$ cat src/rtl/fp_fcl_stream.sv
// fp_fcl_stream: streaming fixed-point FC engine; start/len/shift/relu_en/bias set a job, in_valid/in_ready carry INPUT+W beats, out_valid/out_ready carry OUTPUT+ovf, busy flags non-IDLE
module fp_fcl_stream #(
  parameter int DATAWIDTH    = 8,
  parameter int PARALLEL_NUM = 4,
  parameter int ACCWIDTH     = 24,
  parameter int OUTWIDTH     = 8,
  parameter int LENWIDTH     = 10
) (
  input  logic                                          clk,
  input  logic                                          rst,
  input  logic                                          start,
  input  logic [LENWIDTH-1:0]                           len,
  input  logic [4:0]                                    shift,
  input  logic                                          relu_en,
  input  logic [PARALLEL_NUM-1:0][ACCWIDTH-1:0]         bias,
  input  logic                                          in_valid,
  output logic                                          in_ready,
  input  logic signed [DATAWIDTH-1:0]                   INPUT,
  input  logic [PARALLEL_NUM-1:0][DATAWIDTH-1:0]        W,
  output logic                                          out_valid,
  input  logic                                          out_ready,
  output logic [PARALLEL_NUM-1:0][OUTWIDTH-1:0]         OUTPUT,
  output logic                                          ovf,
  output logic                                          busy
);
  localparam int SW = ACCWIDTH + 1;
  localparam logic [4:0] SMAX = 5'(ACCWIDTH - 1);
  localparam logic signed [SW-1:0] MAXV = SW'((2 ** (OUTWIDTH - 1)) - 1);
  localparam logic signed [SW-1:0] MINV = SW'(-(2 ** (OUTWIDTH - 1)));
  typedef enum logic [1:0] {IDLE, ACC, FIN, OUT} state_t;
  state_t state, nxt;
  logic [LENWIDTH-1:0] len_r, cnt;
  logic [4:0] shift_r, s;
  logic relu_r, ovf_r;
  logic signed [ACCWIDTH-1:0] acc [PARALLEL_NUM];
  logic signed [2*DATAWIDTH-1:0] prod [PARALLEL_NUM];
  logic [PARALLEL_NUM-1:0][OUTWIDTH-1:0] sat, out_r;
  logic [PARALLEL_NUM-1:0] clip;
  logic signed [SW-1:0] rnd;
  logic last;
  assign last = cnt == len_r - LENWIDTH'(1);
  assign s = shift_r > SMAX ? SMAX : shift_r;
  assign rnd = s == 5'd0 ? '0 : SW'(1) << (s - 5'd1);
  // rounding add is done one bit wider than the accumulator so it cannot wrap
  for (genvar i = 0; i < PARALLEL_NUM; i++) begin : g_lane
    logic signed [SW-1:0] sum, r, q;
    assign prod[i] = INPUT * $signed(W[i]);
    assign sum = $signed({acc[i][ACCWIDTH-1], acc[i]}) + rnd;
    assign r = sum >>> s;
    assign q = relu_r && r < 0 ? '0 : r;
    assign clip[i] = q > MAXV || q < MINV;
    assign sat[i] = q > MAXV ? MAXV[OUTWIDTH-1:0] : q < MINV ? MINV[OUTWIDTH-1:0] : q[OUTWIDTH-1:0];
  end
  always_comb begin
    nxt = state == IDLE ? (start ? (len != '0 ? ACC : FIN) : IDLE) :
          state == ACC  ? (in_valid && last ? FIN : ACC) :
          state == FIN  ? OUT : (out_ready ? IDLE : OUT);
  end
  always_ff @(posedge clk) state <= rst ? IDLE : nxt;
  always_ff @(posedge clk) begin
    if (rst) begin
      len_r <= '0;
      cnt <= '0;
      shift_r <= '0;
      relu_r <= 1'b0;
      out_r <= '0;
      ovf_r <= 1'b0;
      for (int i = 0; i < PARALLEL_NUM; i++) acc[i] <= '0;
    end else begin
      if (state == IDLE && start) begin
        len_r <= len;
        shift_r <= shift;
        relu_r <= relu_en;
        cnt <= '0;
        for (int i = 0; i < PARALLEL_NUM; i++) acc[i] <= $signed(bias[i]);
      end
      if (state == ACC && in_valid) begin
        cnt <= cnt + LENWIDTH'(1);
        for (int i = 0; i < PARALLEL_NUM; i++) acc[i] <= acc[i] + ACCWIDTH'(prod[i]);
      end
      if (state == FIN) begin
        out_r <= sat;
        ovf_r <= |clip;
      end
    end
  end
  assign in_ready = state == ACC;
  assign out_valid = state == OUT;
  assign busy = state != IDLE;
  assign OUTPUT = out_r;
  assign ovf = ovf_r;
endmodule

$ cat config.mk
export PLATFORM = sky130hd
export DESIGN_NAME = fp_fcl_stream
export DESIGN_NICKNAME = d
export VERILOG_FILES = /design/src/rtl/fp_fcl_stream.sv
export SDC_FILE = /design/constraint.sdc
export NUM_CORES = 2
export LEC_CHECK = 0
export ABC_AREA = 1
export CAP_MARGIN = 20
export CORE_MARGIN = 4
export CORE_UTILIZATION = 40
export CTS_CLUSTER_DIAMETER = 40
export CTS_CLUSTER_SIZE = 28
export DETAILED_ROUTE_END_ITERATION = 10
export SYNTH_ARGS = -nofsm -noshare
export SYNTH_HDL_FRONTEND = slang
export SYNTH_SLANG_ARGS = --single-unit
$ cat constraint.sdc
create_clock -name clk -period 9.5 [get_ports clk]
set_clock_uncertainty 0.05 [all_clocks]
set_input_delay 1.9 -clock clk [delete_from_list [all_inputs] [get_ports clk]]
set_output_delay 1.9 -clock clk [all_outputs]
set_load 0.005 [all_outputs]
==> results.rst <==
.. list-table::
   :header-rows: 1

   * - Metric
     - Value
   * - Status
     - completed
   * - Register cell area after layout
     - just over 4000 um2
   * - Worst Path Class, Setup
     - in -> reg
   * - Clock Sink Count
     - 157
   * - Final setup violation count
     - 0
   * - Last weighted congestion value of the routability-driven placer
     - 0.981
   * - Post-Place Cell Area
     - around 40000 um2
   * - Number of setup buffers added after CTS
     - 0
   * - Max Buffers Root-to-Sink
     - 2
   * - Unrepaired setup endpoints after global routing
     - no
   * - Number of standard cells after synthesis
     - between 5000 and 6000
   * - Worst path bufs/invs
     - 4
   * - Most instantiated flip-flop cell in the synthesis netlist
     - edfxtp_1
   * - Die Footprint
     - 98200 um2
   * - Rows
     - 111
   * - Number of buffers added by the clock tree synthesis step
     - 17
   * - Number of top-level design ports
     - between 150 and 200
   * - Wire length after detailed routing
     - roughly 130000 um
   * - Transition at the pin with the smallest max-transition slack
     - around 1300 ps
   * - Number of inserted filler cells in the final layout
     - about 10000
   * - Number of enable flip-flop cells after synthesis
     - 96
   * - Total Power Consumption
     - between 10 and 15 mW
   * - Vias per cell
     - ~5.3
   * - Clock slew seen by the registers of the worst setup and hold paths
     - ~80 ps
   * - Pin count of the biggest net entering global routing
     - 99
   * - Iteration count of the initial detailed-routing pass
     - 6
   * - X dimension of the die
     - between 300 and 400 um
   * - Total routed wire length on the met1 layer
     - between 50000 and 60000 um
   * - Worst path max stage delay
     - 840 ps
   * - Synth warnings
     - 0
   * - Slowest cell on crit path
     - clkdlybuf4s50_1
   * - Number of max-slew violations in the final report
     - 0
   * - Count of hold-fix buffers inserted at cts
     - 0
   * - Min cycle time layout
     - ~8300 ps
   * - DP Wirelength
     - between 100000 and 150000 um
   * - Detail Route Antenna Nets
     - 0
   * - # placed instances
     - between 6000 and 7000
   * - Post-layout instance count excluding filler cells
     - 6953
   * - Global-route wire length before repair
     - 209000 um
   * - GRT Residual Overflow
     - 0
   * - Clk_lat worst skew
     - 530 ps
   * - Clk Tree Root Cell
     - clkbuf_16
   * - Hold crit path type
     - reg -> reg
   * - Vert. Die Dim
     - roughly 310 um
   * - Library cell appearing most often on the critical path
     - fa_1
   * - P_leak
     - ~22 nW
   * - Starting density of the core
     - between 40% and 50%
   * - Synth unique cells
     - 63
   * - Arrival time of data at the critical path endpoint
     - about 8500 ps
   * - Mean area per synthesized cell
     - roughly 6.6 um2
   * - Number of antenna violations at the first check in global routing
     - 3
   * - CP Capture Type
     - flip-flop
   * - Critical path peak fanout
     - 8
   * - Number of global-route vias before repair
     - between 30000 and 40000
   * - Signed area change from the synthesized netlist to the final layout
     - 9.92%
   * - Count of H-tree levels built during CTS
     - 4
   * - TritonCTS clock tree
     - done
   * - Met2 layer wire length in the routed design
     - roughly 64000 um
   * - Sum of met3 wire segment lengths after detailed routing
     - 8230 um
   * - Max-cap violation count
     - 0
   * - Detailed-route DRC error count
     - 0
   * - Final worst slack
     - approximately 1200 ps
   * - Wire per inst
     - just under 20 um
   * - Max Fclk
     - 120 MHz
   * - Power per cell area
     - ~300 nW/um2
   * - Required time of the worst setup path
     - 9740 ps
   * - Number of synthesized register bits
     - ~160
   * - Number of vias in the routed layout
     - 36692
   * - Number of DRC violations after detailed-routing iteration 0
     - just over 3000
   * - Final hold violation count
     - 0
   * - Final instance area
     - just over 40000 um2
   * - Layout cells sized above 1
     - under 10%
   * - Kind of start point of the critical path
     - input pin
   * - Highest routing layer actually used
     - met5
   * - Count of input and output buffers
     - 192
   * - Area of the mapped netlist
     - about 37000 um2
   * - Largest delay share family, worst path
     - adder cells
   * - Worst slew margin relative to its limit
     - 16.0%
   * - Seq/Total Area, Yosys
     - a little over a tenth
   * - CTS-repair resized insts
     - 0
   * - TNS Setup
     - 0 ps
   * - Area of the multi-input gates
     - around 28000 um2
   * - Final hold slack
     - approximately 420 ps
   * - Proportion of register bits with asynchronous set or reset after synthesis
     - 0%
   * - Pre-CTS setup slack
     - slightly below 800 ps
   * - Final worst-path cycle share
     - 87.4%
   * - Total routing usage reported by global routing
     - around 28%
   * - CORE AREA
     - roughly 92000 um2
   * - # nets final
     - between 6000 and 7000
   * - Layout Utilization
     - roughly 45%
   * - Peak supply drop
     - 0.000354 V
==> cells in the mapped netlist, drive strengths merged (29+ instances only) <==
| cell | n | area (um2) |
|---|---|---|
| ha | 274 | 3430 |
| o21ai | 188 | 945 |
| a21oi | 258 | 1320 |
| edfxtp | 96 | 2880 |
| clkbuf | 121 | 487 |
| nor3 | 47 | 255 |
| inv | 1079 | 4060 |
| nand2 | 1477 | 5720 |
| dfxtp | 61 | 1220 |
| xor2 | 56 | 490 |
| buf | 63 | 315 |
| nand3 | 812 | 4100 |
| xnor2 | 29 | 254 |
| a22o | 33 | 289 |
| fa | 416 | 8330 |
| nor2 | 406 | 1720 |
| nand4 | 72 | 559 |
==> cells in the final DEF (no fill, tap or decap), types with 5 or more instances in the layout <==
master,synthesis,routed
o31ai_1,10,10
a21o_1,7,7
edfxtp_1,96,96
a221oi_1,5,5
fa_1,416,416
dfxtp_1,61,60
o21a_1,5,5
or2_2,7,7
o21ai_0,181,181
nor2_1,366,363
nand4_4,6,6
inv_8,0,7
xnor2_1,29,29
clkdlybuf4s50_1,0,192
nand3b_1,11,11
a31oi_1,16,16
nor2_2,23,24
inv_4,5,5
nand3_1,805,805
o21bai_1,22,22
o21ai_1,6,6
ha_1,274,274
and2_1,16,16
inv_1,1034,1034
nor3_2,4,5
a21oi_2,8,7
clkbuf_16,0,17
buf_4,3,44
nand4_1,63,63
nand2_1,1433,1432
nor3_1,43,42
nand2_4,7,7
nand2_2,35,36
a21oi_1,250,249
inv_2,40,40
clkinv_1,6,6
xor2_1,56,56
a22o_1,33,33
nand3_2,7,7
nor2_4,16,18
==> final cells by class <==
cell class,instances,area share (%)
Multi-Input combinational cell,4198,69.2
Sequential cell,157,10.0
Inverter,1085,9.96
Timing Repair Buffer,237,5.54
Tap cell,1243,3.79
Clock buffer,17,1.04
Clock inverter,15,0.467
Antenna cell,1,0.00610
==> where the power goes <==
part / internal [mW] / switching, mW
combinational: 3.98 / 6.46
clock: 0.380 / 0.399
sequential: 0.939 / 0.208
==> layer usage <==
metal	track usage (%)	vias up
li1	-	17923
met5	0	-
met4	10.2	4
met2	47.3	1120
met3	3.86	210
met1	35.3	17435
==> state kept, by name (all words and copies together), names as in the netlist <==
name,flops
acc,96
OUTPUT,32
cnt,10
len_r,10
shift_r,5
state,2
ovf,1
relu_r,1
==> worst paths after layout <==
| path | from | end | slack [ps] | cells past startpoint |
|---|---|---|---|---|
| hold reg to reg | OUTPUT[31] | OUTPUT[31] | 420 | 2 |
| hold / removal | OUTPUT[31] | OUTPUT[31] | 420 | 2 |
| setup reg to reg | shift_r[3] | ovf | 2980 | 37 |
| setup / recovery | W[0] | acc[0][22] | 1190 | 27 |
==> tightest hold or removal path: cells and delay by family, from the launching register on <==
kind,cells,cell delay (ps)
DFF,1,320
and+or+nand+nor,1,60
AOI/OAI and AO/OA,1,60
==> kinds of logic (layout without fill, tap and decap cells) <==
logic type / Yosys count / count (layout) / share of synthesized area [%]
xor gates and xnor gates: 85 / 85 / 1.99
and+or+nand+nor: 2854 / 2854 / 33.8
adders and majority gates: 690 / 690 / 31.5
other: 1 / 5 / 0.0100
AOI/OAI and AO/OA: 565 / 565 / 8.60
DFF: 157 / 157 / 11.0
buffers and inverters: 1269 / 1354 / 13.1
Note: power is estimated with default switching activity, not from simulation.
